`src/rtl/tick_scheduler.sv`:
```
// tick_scheduler: shared tick prescaler, free-running tick counter and NUM_CH
// one-shot/periodic countdown channels with pending flags and a masked irq.
module tick_scheduler #(
   parameter int DATA_WIDTH = 32,
   parameter int ADDR_WIDTH = 4,
   parameter int SUBSAMP = 50000,
   parameter int NUM_CH = 4
) (
   input  logic                  clk,
   input  logic                  reset_n,
   input  logic [ADDR_WIDTH-1:0] address,
   input  logic                  chipselect,
   input  logic                  read,
   input  logic                  write,
   input  logic [DATA_WIDTH-1:0] writedata,
   output logic [DATA_WIDTH-1:0] readdata,
   output logic                  irq
);
   localparam int PW = $clog2(SUBSAMP);
   logic wr, rd, en, tick;
   logic [PW-1:0] presc;
   logic [DATA_WIDTH-1:0] ticks, rdata;
   logic [NUM_CH-1:0] pend, mask, running, periodic, expire;
   logic [DATA_WIDTH-1:0] reload [NUM_CH];
   logic [DATA_WIDTH-1:0] count [NUM_CH];

   assign wr = chipselect & write;
   assign rd = chipselect & read;
   assign tick = en && presc == PW'(SUBSAMP - 1);
   assign irq = |(pend & mask);

   always_ff @(posedge clk or negedge reset_n)
      if (!reset_n) begin
         en <= 1'b0;
         presc <= '0;
         ticks <= '0;
         pend <= '0;
         mask <= '0;
         readdata <= '0;
      end else begin
         if (wr && address == ADDR_WIDTH'(0)) en <= writedata[0];
         presc <= (wr && address == ADDR_WIDTH'(0) && writedata[1]) || tick ? '0 : en ? presc + 1'b1 : presc;
         ticks <= wr && address == ADDR_WIDTH'(3) ? writedata : tick ? ticks + 1'b1 : ticks;
         // hardware set is OR-ed in after the W1C so a colliding set survives
         pend <= (wr && address == ADDR_WIDTH'(1) ? pend & ~writedata[NUM_CH-1:0] : pend) | expire;
         if (wr && address == ADDR_WIDTH'(2)) mask <= writedata[NUM_CH-1:0];
         if (rd) readdata <= rdata;
      end

   for (genvar c = 0; c < NUM_CH; c++) begin : g_ch
      localparam logic [ADDR_WIDTH-1:0] A_RELOAD = ADDR_WIDTH'(4 + 3 * c);
      localparam logic [ADDR_WIDTH-1:0] A_CCTRL = ADDR_WIDTH'(5 + 3 * c);
      logic run, per, cmd;
      logic [DATA_WIDTH-1:0] rl, cnt;
      // a START/STOP write pre-empts the tick in the same cycle
      assign cmd = wr && address == A_CCTRL && (writedata[0] || writedata[1]);
      assign expire[c] = tick && run && !cmd && cnt == DATA_WIDTH'(1);
      assign running[c] = run;
      assign periodic[c] = per;
      assign reload[c] = rl;
      assign count[c] = cnt;
      always_ff @(posedge clk or negedge reset_n)
         if (!reset_n) begin
            run <= 1'b0;
            per <= 1'b0;
            rl <= '0;
            cnt <= '0;
         end else begin
            if (wr && address == A_RELOAD) rl <= writedata;
            if (wr && address == A_CCTRL) per <= writedata[2];
            if (cmd) begin
               if (writedata[1]) run <= 1'b0;
               else if (rl != '0) begin
                  run <= 1'b1;
                  cnt <= rl;
               end
            end else if (expire[c]) begin
               run <= per && rl != '0;
               cnt <= per ? rl : '0;
            end else if (tick && run) cnt <= cnt - 1'b1;
         end
   end

   always_comb begin
      rdata = '0;
      if (address == ADDR_WIDTH'(0)) rdata[0] = en;
      if (address == ADDR_WIDTH'(1)) rdata[NUM_CH-1:0] = pend;
      if (address == ADDR_WIDTH'(2)) rdata[NUM_CH-1:0] = mask;
      if (address == ADDR_WIDTH'(3)) rdata = ticks;
      for (int c = 0; c < NUM_CH; c++) begin
         if (address == ADDR_WIDTH'(4 + 3 * c)) rdata = reload[c];
         if (address == ADDR_WIDTH'(5 + 3 * c)) begin
            rdata[0] = running[c];
            rdata[2] = periodic[c];
         end
         if (address == ADDR_WIDTH'(6 + 3 * c)) rdata = count[c];
      end
   end
endmodule

```
`config.mk`:
```
export PLATFORM = sky130hd
export DESIGN_NAME = tick_scheduler
export DESIGN_NICKNAME = d
export VERILOG_FILES = /design/src/rtl/tick_scheduler.sv
export SDC_FILE = /design/constraint.sdc
export NUM_CORES = 1
export LEC_CHECK = 0
export ABC_CLOCK_PERIOD_IN_PS = 6000
export CAP_MARGIN = 20
export CORE_MARGIN = 1
export CORE_UTILIZATION = 55
export DETAILED_ROUTE_END_ITERATION = 7
export PLACE_DENSITY = 0.73
export SLEW_MARGIN = 10
export SYNTH_ARGS = -nofsm -noshare
export SYNTH_HDL_FRONTEND = slang
export SYNTH_SLANG_ARGS = --single-unit
```
`constraint.sdc`:
```
create_clock -name clk -period 6 [get_ports clk]
set_input_delay 1.2 -clock clk [delete_from_list [all_inputs] [get_ports clk]]
set_output_delay 1.2 -clock clk [all_outputs]
set_load 0.05 [all_outputs]
```
=== After elaboration in Yosys (flattened, before gate mapping) ===
Cells that the tools add are included.

* Input port bits: 41
* Logic and storage cells: 195
* Bits in registers: 353
* Output and inout bits: 33

* Multiplexer cells: 65
* Equality and inequality tests: 32
* Add/sub/neg operators: 6
* Reductions and logical operators: 64
* Bitwise operators: 6

{| class="wikitable"
|+ Operators with widths
! kind !! number
|-
| 32-bit two-way mux || 35
|-
| 32-bit by 1-bit equality test with 1-bit output, second input constant || 4
|-
| 32-bit nonzero test || 4
|-
| 32-bit by 1-bit subtractor with 32-bit output, second input constant || 4
|-
| 1-bit logical AND || 34
|-
| 32-bit by 1-bit adder with 32-bit output, second input constant || 1
|-
| 4-bit equality test, second input constant || 8
|-
| 16-bit two-way mux || 2
|-
| 1-bit two-way mux || 25
|-
| 16-bit by 1-bit adder with 16-bit output, second input constant || 1
|-
| 16-bit equality test, second input constant || 1
|-
| 4-bit by 3-bit equality test with 1-bit output, second input constant || 4
|-
| 4-bit two-way mux || 3
|-
| 3-bit by 2-bit inequality test with 1-bit output, second input constant || 4
|-
| 3-bit AND reduction || 4
|-
| 2-bit nonzero test || 6
|-
| 3-bit nonzero test || 4
|-
| 4-bit bitwise AND || 2
|-
| 4-bit by 2-bit equality test with 1-bit output, second input constant || 2
|-
| 2-bit by 1-bit inequality test with 1-bit output, second input constant || 4
|-
| 2-bit inequality test, second input constant || 4
|-
| 2-bit AND reduction || 4
|-
| 4-bit by 1-bit equality test with 1-bit output, second input constant || 1
|-
| 1-bit logical NOT || 4
|-
| 6 further kinds || 8
|}

=== Logic depth before layout (Yosys ltp) ===
* Depth in word-level cells: 17
* Gate-level depth with buffers: 11
* Gate-level depth less buffers: 9

=== Least setup slack after synthesis ===
No wires, ideal clock.

* Path kind: input to register
* Start: input port address[0]
* End: register g_ch[0].cnt[15]
* Data required time: 5.874 ns
* Setup time: 0.126 ns
* Path buffers: 3
* Stages: 8
* Data arrival time: 3.171 ns
* Path slack: 2.703 ns
* Cell sequence: clkbuf_1 > nor2b_1 > clkbuf_1 > nand4_1 > o31ai_1 > clkbuf_1 > o21ai_0 > a221o_1

* Word-level cells in the longest chain between the ends: 8
* Elaborated cells between the ends (all ways): 12
* Those cells by class: 3 x eq/ne; 2 x mux; 7 x reduce/logical

{| class="wikitable"
|+ Ends and longest elaborated chain
! what !! line !! text
|-
| from (decl) || 11 || <nowiki>input logic [ADDR_WIDTH-1:0] address,</nowiki>
|-
| 4-bit by 3-bit equality test with 1-bit output (*) || 56 || <nowiki>assign cmd = wr && address == A_CCTRL && (writedata[0] || writedata[1]);</nowiki>
|-
| 1-bit logical AND (*) (2 in series) || 56 ||
|-
| 1-bit logical NOT || 57 || <nowiki>assign expire[c] = tick && run && !cmd && cnt == DATA_WIDTH'(1);</nowiki>
|-
| 1-bit logical AND (2 in series) || 57 ||
|-
| 3-bit nonzero test (no line) or 32-bit two-way mux (tied branches) || n/a ||
|-
| 3-bit AND reduction (no line) or 32-bit two-way mux (tied branches) || n/a ||
|-
| to (signal assigned) || 75 || <nowiki>cnt <= rl;</nowiki>
|-
| to (signal assigned) || 79 || <nowiki>cnt <= per ? rl : '0;</nowiki>
|-
| to (signal assigned) || 80 || <nowiki>end else if (tick && run) cnt <= cnt - 1'b1;</nowiki>
|-
| to (decl) || 54 || <nowiki>logic [DATA_WIDTH-1:0] rl, cnt;</nowiki>
|}

Mark *: on every way between the ends. The rest lies on a longest branch, timed or not.
A chain may end at the register's enable or synchronous reset.

=== Final worst setup path ===
* Start: input port address[1]
* End: register g_ch[1].cnt[19]

* Word-level cells in the longest chain between the ends: 8
* Elaborated cells between the ends (all ways): 12
* Those cells by class: 3 x eq/ne; 2 x mux; 7 x reduce/logical

{| class="wikitable"
|+ Ends and longest elaborated chain
! what !! line
|-
| 4-bit equality test (*) || 56
|-
| 1-bit logical AND (*) (2 in series) || 56
|-
| 1-bit logical NOT || 57
|-
| 1-bit logical AND (2 in series) || 57
|-
| 3-bit nonzero test (no line) or 32-bit two-way mux (tied branches) || n/a
|-
| 3-bit AND reduction (no line) or 32-bit two-way mux (tied branches) || n/a
|-
| to (signal assigned) || 75
|-
| to (signal assigned) || 79
|-
| to (signal assigned) || 80
|-
| to (decl) || 54
|}

Marks and branches as above.

==> impl_metrics.toml <==
[timing]
slew_headroom = 0.328
rsz0062_at_grt = "no"
period_needed_ns = 4.38
max_freq_mhz = 228
worstMarginPinSlew_ns = 0.999
drv_slew = 0
fin_skew_ns = 0.0377
fin_tns_setup_ns = 0
period_share = 0.731
hold_viol = 0
setup_viol = 0

[finish]
final_layout_size_suffix_gt1_frac = 0.138
area.sequential_sq_um = 8830
multi_input_area_sq_um = 10200
stdcell_count = 2637
layout_commonest_cell = "dfrtp_1"
layout.nets = 2205
layout_common_cells = "dfrtp_1, nand2_1, o21ai_0, nor2_1, mux2_2"
postLayoutCoreUtil = 0.637
syn2layout_area_growth_pct = 13.3
nFillCells = 2893

[pwr]
ir_worst_vdd_mv = 0.297
power_leakage_nw = 9.05
power.total_mw = 6.70
power.density_nw_per_um2 = 302

[floorplanning]
chipHeight_um = 191
rows = 68
fp.dieW_um = 191
start_util = 0.562
io_pins = 74
die_area_sq_um = 36300
core_area_sq_um = 34800

[yosys]
synth_area_sq_um = 19600
avgSynthCellArea_sq_um = 9.25
ys.flop_type = "dfrtp_1"
async_reset_ff_frac = 1.00
synthesis.nets = 2165
synth-edff-count = 0
synth_cell_types = 81
synth_cells = 2114
yosys_warnings = 0
yosysSeqAreaShare = 0.451
ys_ff_latch = 353

[grt]
grt_max_degree = 156
gr-total-overflow = 0
grt_pass1_wl_um = 111000
antenna_found_initial = 7
grt_pass1_vias = 17700
track_usage = 0.410

[cts]
clockBufferDepth = 3
worstSkewPairLatency_ns = 0.57
cts_tree = "yes"
clkTransAtPathRegs_ns = 0.06
cts-hold-fix-buffers = 0
root_buffer = "clkbuf_16"
h-tree-depth = 2
postCtsResizedCells = 0
cts_setup_buffers = 0
cts_sinks = 353
cts_buffers = 40

[drt]
drc = 0
drt-vias-per-instance = 7.10
wl_um = 73700
wl_per_cell_um = 28.0
firstDrtPassIters = 7
ant_nets = 0
first_iter_violations = 2648
dr_total_vias = 18700

[outcome]
status = "complete, no violations"

[setup_path]
crit_path_end_kind = "flop"
path_class = "input pin to flop"
cp_max_fo = 17
crit_arrival_ns = 4.80
cp.required_ns = 6.42
critPathLaunchType = "input pin"

[placed_design]
hpwl_um = 53100
dp.cells = 2562
place_congestion = 1.03
port_buffers = 73

[flow_run]
cap_violations = 0

[hold_path]
holdCritPathClass = "flop to flop"
==> critical path, stage by stage <==
cell             delay, ns
clkdlybuf4s50_1       0.65
buf_4                 0.30
nor2_1                0.42
nand4_1               0.40
o31a_1                0.40
buf_4                 0.20
a21oi_2               0.66
buf_4                 0.39
nand2_1               0.08
o311ai_0              0.08
==> registers in the layout, indices dropped and copies added (netlist names), 4 cells and up <==
name,count
g_ch.per,4
g_ch.run,4
readdata,32
g_ch.cnt,128
pend,4
presc,16
g_ch.rl,128
ticks,32
mask,4
==> layer usage <==
| layer | GRT usage | vias to the layer above | wire (um) |
|---|---|---|---|
| li1 | - | 8052 | - |
| met1 | 0.548 | 9176 | 28300 |
| met2 | 0.623 | 1224 | 32900 |
| met3 | 0.0933 | 278 | 8300 |
| met4 | 0.213 | 2 | 4160 |
| met5 | 0 | - | 13 |
==> area by class of cell <==
cell class | instances | area share
inverters | 29 | 0.00491
flip-flops and latches | 353 | 0.398
well taps | 455 | 0.0257
multi-input cells | 1604 | 0.458
repair buffers | 126 | 0.0534
clock inverters | 20 | 0.0103
diodes | 2 | 0.000226
clock buffers | 48 | 0.0493
==> per-stage QoR <==
step	hold slack [ns]	instance area, sq um	setup slack [ns]
CTS	0.484	22100	1.65
finish	0.481	22200	1.62
global route	0.516	22200	1.48
detailed placement	0.471	20800	1.09
global placement	0.463	20800	1.19
floorplan	0.471	19600	2.70
==> Yosys cell counts (all sizes together), types with 11 or more instances <==
library cell	count	area, sq um
a21oi	114	578
a221o	37	370
a221oi	42	368
a222oi	11	110
a22oi	37	278
a32oi	14	123
and3	21	131
buf	33	178
clkbuf	95	357
dfrtp	353	8830
inv	29	109
mux2	134	1510
nand2	252	946
nand2b	12	75.1
nand3	81	405
nand4	40	256
nor2	171	644
nor3	83	415
nor4	69	472
o211ai	22	165
o21ai	180	905
o22ai	13	81.3
o311ai	21	184
or3	37	231
or4	25	195
xnor2	20	175
xor2	26	228
==> worst paths after layout <==
| check | from | endpoint | slack, ns | cells after the start |
|---|---|---|---|---|
| max | address[1] | g_ch[1].cnt[19] | 1.62 | 10 |
| min | readdata[24] | readdata[24] | 0.48 | 2 |
| max reg2reg | g_ch[3].cnt[20] | g_ch[3].cnt[6] | 2.34 | 7 |
| min reg2reg | readdata[24] | readdata[24] | 0.48 | 2 |
| max in group asynchronous | reset_n | g_ch[0].rl[16] | 3.94 | 2 |
| min in group asynchronous | reset_n | g_ch[3].cnt[26] | 0.62 | 1 |
==> kinds of logic after synthesis <==
logic type,count (synthesis),share of synthesized area
buffers and inverters,157,0.0329
adders and majority gates,10,0.00640
muxes,142,0.0825
xor gates and xnor gates,46,0.0206
and+or+nand+nor,850,0.217
AOI/OAI and AO/OA,556,0.189
DFF,353,0.451
==> where the power goes <==
part           internal [mW]  switching (mW)  total, mW  leakage, nW
registers               2.67           0.445       3.12         4.45
logic                  0.444           0.622       1.07         3.95
clock network           1.47            1.05       2.52        0.646
No activity file was read; power rests on OpenSTA's default activity.
